**src/rtl/control_fsm.sv**
```systemverilog
// control_fsm
//   Multicycle control unit sitting right after instruction fetch. It captures
//   the fetched word into IR, decodes the opcode and walks the datapath through
//   IF/DEC/EXEC/MEM/WB/BR. Outputs are Moore-decoded from the registered state
//   and IR. The one exception is PC_Sel in S_BR, which also looks at Zero.
//
//   Ports
//     Clk, Reset          clock (rising edge), async active-low reset
//     Instr[31:0]         fetched word, captured at the end of S_IF
//     Zero                ALU zero flag, used in S_BR
//     IR[31:0]            instruction register
//     PC_Sel, PC_LdEn     next-PC select / load strobe back to fetch
//     RF_WrEn, RF_WrData_sel, RF_B_sel   register-file controls
//     ALU_Bin_sel, ALU_func[3:0]         ALU operand/op controls
//     Mem_WrEn, ByteOp    data-memory write strobe / byte access
//     Illegal             sticky illegal-opcode flag
module control_fsm #(
  parameter bit ILLEGAL_HALT = 1'b0
) (
  input  logic        Clk,
  input  logic        Reset,
  input  logic [31:0] Instr,
  input  logic        Zero,
  output logic [31:0] IR,
  output logic        PC_Sel,
  output logic        PC_LdEn,
  output logic        RF_WrEn,
  output logic        RF_WrData_sel,
  output logic        RF_B_sel,
  output logic        ALU_Bin_sel,
  output logic [3:0]  ALU_func,
  output logic        Mem_WrEn,
  output logic        ByteOp,
  output logic        Illegal
);

  typedef enum logic [2:0] {
    S_IF   = 3'd0,
    S_DEC  = 3'd1,
    S_EXEC = 3'd2,
    S_MEM  = 3'd3,
    S_WB   = 3'd4,
    S_BR   = 3'd5,
    S_HALT = 3'd6
  } state_t;

  state_t      state_q, state_d;
  logic [31:0] ir_q, ir_d;
  logic        illegal_q, illegal_d;

  logic [5:0]  op;
  logic        is_alur, is_alui, is_br, is_ld, is_st, is_byte, is_legal;
  logic        br_taken;
  logic [3:0]  alu_code;

  assign op = ir_q[31:26];

  // Opcode classification
  always_comb begin
    is_alur  = (op == 6'b100000);
    is_alui  = op inside {6'b111000, 6'b111001, 6'b110000, 6'b110010, 6'b110011};
    is_br    = op inside {6'b111111, 6'b000000, 6'b000001};
    is_ld    = op inside {6'b000011, 6'b001111};
    is_st    = op inside {6'b000111, 6'b011111};
    is_byte  = (op == 6'b000011) || (op == 6'b000111);
    is_legal = is_alur || is_alui || is_br || is_ld || is_st;
  end

  // Immediates arrive pre-shifted for lui, so lui, li, addi and ld/st all use add.
  always_comb begin
    alu_code = 4'b0000;
    if (is_alur)                alu_code = ir_q[3:0];
    else if (op == 6'b110010)   alu_code = 4'b0010;
    else if (op == 6'b110011)   alu_code = 4'b0011;
    else if (is_br)             alu_code = 4'b0001;
  end

  assign br_taken = (op == 6'b111111) ||
                    ((op == 6'b000000) &&  Zero) ||
                    ((op == 6'b000001) && !Zero);

  // Next-state / IR / sticky flag
  always_comb begin
    state_d   = state_q;
    ir_d      = ir_q;
    illegal_d = illegal_q;
    case (state_q)
      S_IF: begin
        ir_d    = Instr;
        state_d = S_DEC;
      end
      S_DEC: begin
        if (is_alur || is_alui || is_ld || is_st) state_d = S_EXEC;
        else if (is_br)                           state_d = S_BR;
        else begin
          illegal_d = 1'b1;
          state_d   = ILLEGAL_HALT ? S_HALT : S_IF;
        end
      end
      S_EXEC:  state_d = (is_ld || is_st) ? S_MEM : S_WB;
      S_MEM:   state_d = is_st ? S_IF : S_WB;
      S_WB:    state_d = S_IF;
      S_BR:    state_d = S_IF;
      S_HALT:  state_d = S_HALT;
      default: state_d = S_IF;
    endcase
  end

  always_ff @(posedge Clk or negedge Reset) begin
    if (!Reset) begin
      state_q   <= S_IF;
      ir_q      <= 32'h0;
      illegal_q <= 1'b0;
    end else begin
      state_q   <= state_d;
      ir_q      <= ir_d;
      illegal_q <= illegal_d;
    end
  end

  // Moore decode. Reset forces S_IF with IR=0, so every strobe drops
  // asynchronously as soon as Reset falls.
  always_comb begin
    PC_Sel        = 1'b0;
    PC_LdEn       = 1'b0;
    RF_WrEn       = 1'b0;
    RF_WrData_sel = 1'b0;
    RF_B_sel      = 1'b0;
    ALU_Bin_sel   = 1'b0;
    ALU_func      = 4'b0000;
    Mem_WrEn      = 1'b0;
    ByteOp        = 1'b0;
    case (state_q)
      S_DEC: begin
        RF_B_sel = is_legal && !is_alur;
        // The illegal-as-NOP path retires from DEC with a plain PC+4.
        if (!is_legal && !ILLEGAL_HALT) PC_LdEn = 1'b1;
      end
      S_EXEC: begin
        RF_B_sel    = !is_alur;
        ALU_Bin_sel = is_alui || is_ld || is_st;
        ALU_func    = alu_code;
      end
      S_MEM: begin
        RF_B_sel = is_st;
        Mem_WrEn = is_st;
        PC_LdEn  = is_st;
        ByteOp   = is_byte;
      end
      S_WB: begin
        RF_WrEn       = 1'b1;
        RF_WrData_sel = is_ld;
        PC_LdEn       = 1'b1;
        ByteOp        = is_byte;
      end
      S_BR: begin
        RF_B_sel = 1'b1;
        ALU_func = alu_code;
        PC_LdEn  = 1'b1;
        PC_Sel   = br_taken;
      end
      default: ;
    endcase
  end

  assign IR      = ir_q;
  assign Illegal = illegal_q;

endmodule

```
**config.mk**
```make
export PLATFORM = sky130hd
export DESIGN_NAME = control_fsm
export DESIGN_NICKNAME = d
export VERILOG_FILES = /design/src/rtl/control_fsm.sv
export SDC_FILE = /design/constraint.sdc
export NUM_CORES = 1
export LEC_CHECK = 0
export ABC_AREA = 1
export CAP_MARGIN = 20
export CORE_ASPECT_RATIO = 2
export CORE_MARGIN = 2
export CORE_UTILIZATION = 42
export DETAILED_ROUTE_END_ITERATION = 10
export GPL_TIMING_DRIVEN = 0
export PLACE_DENSITY_LB_ADDON = 0.3
export SKIP_CTS_REPAIR_TIMING = 1
export SLEW_MARGIN = 20
export SYNTH_ARGS = -nofsm -noshare
export SYNTH_HDL_FRONTEND = slang
export SYNTH_SLANG_ARGS = --single-unit
export TNS_END_PERCENT = 1
```
**constraint.sdc**
```tcl
create_clock -name Clk -period 1.9 [get_ports Clk]
set_input_delay 0.38 -clock Clk [delete_from_list [all_inputs] [get_ports Clk]]
set_output_delay 0.38 -clock Clk [all_outputs]
set_load 0.1 [all_outputs]
```
### Yosys cells after proc, flatten, opt, wreduce, memory -nomap -nowiden

Cells that the tools add are included.

* flip-flop bits (word level): 36
* bits of input ports: 35
* output and inout port bits: 45
* word-level logic and storage cells: 69

* reduce and logical (&&, ||, !) cells: 27
* eq/ne operators: 18
* bitwise operators: 2
* muxes and demuxes: 19

Operators by type and width (number)
* $eq A6 B6 Y1 const B: 7
* $pmux W3 S5: 1
* $logic_or A1 B1 Y1: 12
* $mux W3: 4
* $eq A3 B3 Y1 const B: 3
* $mux W1: 8
* $mux W4: 2
* $eq A3 B2 Y1 const B: 2
* $eq A6 B1 Y1 const B: 1
* $eq A6 B2 Y1 const B: 1
* $eq A6 B3 Y1 const B: 1
* $eq A6 B4 Y1 const B: 1
* $eq A6 B5 Y1 const B: 1
* $logic_not A6 Y1: 1
* $reduce_or A2 Y1: 3
* $reduce_bool A5 Y1: 1
* $mux W2: 2
* $pmux W1 S4: 1
* $reduce_bool A2 Y1: 2
* $eq A3 B1 Y1 const B: 1
* $logic_and A1 B1 Y1: 3
* $logic_not A3 Y1: 1
* $pmux W1 S3: 1
* $reduce_and A3 Y1: 1
* other kinds (3): 5

### Logic depth before layout (Yosys ltp)

* word-level depth: 8
* mapped depth: 10
* gate-level depth less buffers: 10

### Worst setup path after synthesis

OpenSTA, ideal clock, no wires.

* path type: reg2out
* start: register state_q[1]
* end: output port RF_WrData_sel
* arrival time: 4176 ps
* data required time: 1520 ps
* setup slack: -2656 ps
* stages on the path, launching flop included: 5
* path buffers: 0
* cell sequence: dfrtp_1 > inv_2 > nand2_1 > nor2_1 > a21boi_0

* longest elaborated chain between the ends: 2

Ends and longest elaborated chain
* start, declared: RTL line 47 `state_t state_q, state_d;`
* start signal, assigned: RTL line 115 `state_q <= state_d;`
* $eq A3 B3 Y1: RTL line 133 `case (state_q)`
* $mux W1: RTL line 133
* end, declared: RTL line 28 `output logic RF_WrData_sel,`

Every way passes these cells.

### Worst setup path in the final report

* start: register ir_q[29], in the netlist IR[29]
* end: output port PC_LdEn

* longest elaborated chain between the ends: 8
* elaborated cells between the ends (all ways): 23
* classes of those cells: eq/ne (12); mux (2); reduce/logical (9)

Ends and longest elaborated chain
* start, declared: RTL line 48 `logic [31:0] ir_q, ir_d;`
* start signal, assigned: RTL line 116 `ir_q <= ir_d;`
* $eq A6 B6 Y1: RTL line 61 `is_alui = op inside {6'b111000, 6'b111001, 6'b110000, 6'b110010, 6'b110011};`
* $reduce_bool A5 Y1: RTL line 61
* $logic_or A1 B1 Y1 (4 in a row): RTL line 66 `is_legal = is_alur || is_alui || is_br || is_ld || is_st;`
* $mux W1: RTL line 137 `if (!is_legal && !ILLEGAL_HALT) PC_LdEn = 1'b1;`
* $pmux W1 S3 *: RTL line 133
* end, declared: RTL line 26 `output logic PC_LdEn,`

Mark *: on every way between the ends. The rest lies on a longest branch, timed or not.

==> impl_metrics.tcl <==
set metrics [dict create \
    period_minus_slack_ps 2320 \
    clockBufferDepth 2 \
    cp.depth 10 \
    ys.flop_type "dfrtp_1" \
    viasPerCell 4.97 \
    synth.most_common_cell "dfrtp_1" \
    antenna_left 0 \
    dpl.hpwl_mm 3.48 \
    maxUsedRoutingLayer "met4" \
    synth_largest_area_cell "dfrtp_1" \
    reg2regPathDepth 10 \
    dr_wl_met3_um 254 \
    finClkSkew_ps 3.82 \
    clkLatencyLatePin_ps 270 \
    nets 290 \
    globalplace.congestion 0.833 \
    place_area_um2 2840 \
    numPortBuffers 79 \
    r2r-end "Illegal" \
    critPathLaunchType "register" \
    crit_end "PC_LdEn" \
    initial_core_util 0.442 \
    crit_chain "inv_1 > nand2_1 > nand3_1 > nand2_1 > nor2_2 > nand2_2 > nor2_1 > nand2_1 > nand3_4 > buf_12" \
    crit_type "reg2out" \
    syn_nets 200 \
    worst-path-buf-inv 2 \
    worst_hold_slack_ps 459 \
    rsz0062_at_grt "yes" \
    nFillCells 270 \
    antenna_found_initial 0 \
    max_freq_mhz 431 \
    diodes 0 \
    synth_cell_types 21 \
    wl_mm 4.82 \
    root_buffer "clkbuf_8" \
    max-cap-violations 0 \
    worst_slack_ps -420 \
    final_layout_size_suffix_gt1_frac 0.422 \
    route.met2.wl_mm 2.80 \
    slew_violations 0 \
    setup_viol_count_final 11 \
    end_kind "primary output" \
    place_ws_ps -1140 \
    path_max_fanout 5 \
    reg2reg_slack_ps 240 \
    grt_pass1_vias 1570 \
    grt_max_degree 32 \
    rows 33 \
    grt.overflow.total 0 \
    fin_area_um2 3190 \
    cpPeakStageDelay_ps 510 \
    syn_area_per_cell_um2 11.0 \
    first_pass_iters 6 \
    clock_sinks 36 \
    r2r-start "IR[29]" \
    wl_met1_mm 1.66 \
    grtUsageTotal 0.191 \
    path_common_cell "nand2_1" \
    violations "negative setup slack" \
    num_io_pins 80 \
    worstHoldPathType "in2async" \
    layout.cells.non_filler 308 \
    worstMarginPinSlew_ps 1000 \
    synth.area.top_cells "dfrtp_1, mux2_4, nand2_1" \
    htree_levels 2 \
    ys_seq_area_frac 0.494 \
    worstPathRequired_ps 1520 \
    cts_tree "yes" \
    critPathArrivalTime_ps 1940 \
    drt_iter0_drc 20 \
    die_area_um2 4920 \
    cpMaxStageDelayCell "dfrtp_4" \
    drcViolationCount 0 \
    cts_buffers 5 \
    die_y_um 97.2 \
    synthesis.instances 165 \
    core_um2 4130 \
    startpoint "IR[29]" \
    path_clk_slew_ps 70 \
    ys_ff_latch 36 \
    dr_total_vias 1532 \
    synthesis.area_um2 1820 \
    path_delay_family "simple AND/OR/NAND/NOR gates" \
    synth_edf_count 0 \
    period_share 1.22 \
    yosysWarningCount 0 \
    async_flop_share 1.00 \
    placed_cells 297 \
    synthTopCellsByCount "dfrtp_1, nand2_1, mux2_4, nor2_1, inv_1" \
    fp.dieW_um 50.6 \
    relSlewSlack 0.331 \
    status "finished with violations" \
    yosysTopAreaCellShare 0.494 \
    post_drt_wl_per_cell_um 15.7 \
    syn_to_final_growth_pct 74.8 \
    grt_first_pass_wirelength_mm 7.13 \
    hold_violations 0 \
]
## per-layer routing
metal / track usage / vias up
met5: 0 / -
met4: 0.0728 / 0
met3: 0.0354 / 9
met2: 0.349 / 61
met1: 0.208 / 737
li1: - / 725
## worst min-delay path by stage
stage               to  cells after the start
2_1_floorplan    IR[0]                      0
3_3_place_gp   Illegal                      2
3_5_place_dp     IR[5]                      1
4_1_cts          IR[5]                      1
5_1_grt          IR[5]                      2
6_report         IR[4]                      2
## worst register-to-register path: cells and delay by family, from the launching register on
kind          cells  cell delay [ps]
simple gates      8              850
flops             1              510
buf+inv           2              240
## registers in the layout (all words and copies together) (netlist names)
name,count
Illegal,1
state_q,3
IR,32
## cells by family after synthesis
| logic type | count (synthesis) | synth area share |
|---|---|---|
| flops | 36 | 0.494 |
| simple gates | 66 | 0.183 |
| buf+inv | 19 | 0.0556 |
| mux | 28 | 0.216 |
| compound gates | 16 | 0.0515 |
## metrics by stage
stage | setup TNS (ps) | util
global route | -3670 | 0.772
detailed placement | -10450 | 0.689
finish | -2740 | 0.772
CTS | -23140 | 0.711
global placement | -22240 | 0.685
floorplan | -2570 | -
## final cells by class
| type | instances | area, um^2 | area share |
|---|---|---|---|
| plain buffers | 4 | 45.0 | 0.0141 |
| well taps | 52 | 65.1 | 0.0204 |
| multi-input cells | 110 | 1020 | 0.319 |
| repair buffers | 83 | 983 | 0.309 |
| inverters | 15 | 60.1 | 0.0188 |
| flip-flops and latches | 36 | 925 | 0.290 |
| clock buffers | 6 | 82.6 | 0.0259 |
| clock inverters | 2 | 10.0 | 0.00314 |
## cells in the final DEF (no fill, tap or decap), types with 2 or more instances in the layout
cell type / n
a21boi_4: 2
a21oi_1: 5
a21oi_4: 3
buf_12: 12
buf_4: 2
buf_6: 4
clkbuf_2: 5
clkbuf_8: 6
clkdlybuf4s50_1: 33
clkinv_2: 2
dfrtp_1: 29
dfrtp_4: 6
dlymetal6s2s_1: 28
inv_1: 10
inv_2: 4
mux2_2: 7
mux2_4: 21
nand2_1: 22
nand2_2: 8
nand2_4: 3
nand3_1: 6
nand3_4: 4
nor2_1: 9
nor2_2: 2
nor2_4: 9
Power is left out: the tool's default activity adds up to more than one toggle a clock period on the data nets, which glitch-free logic cannot reach.
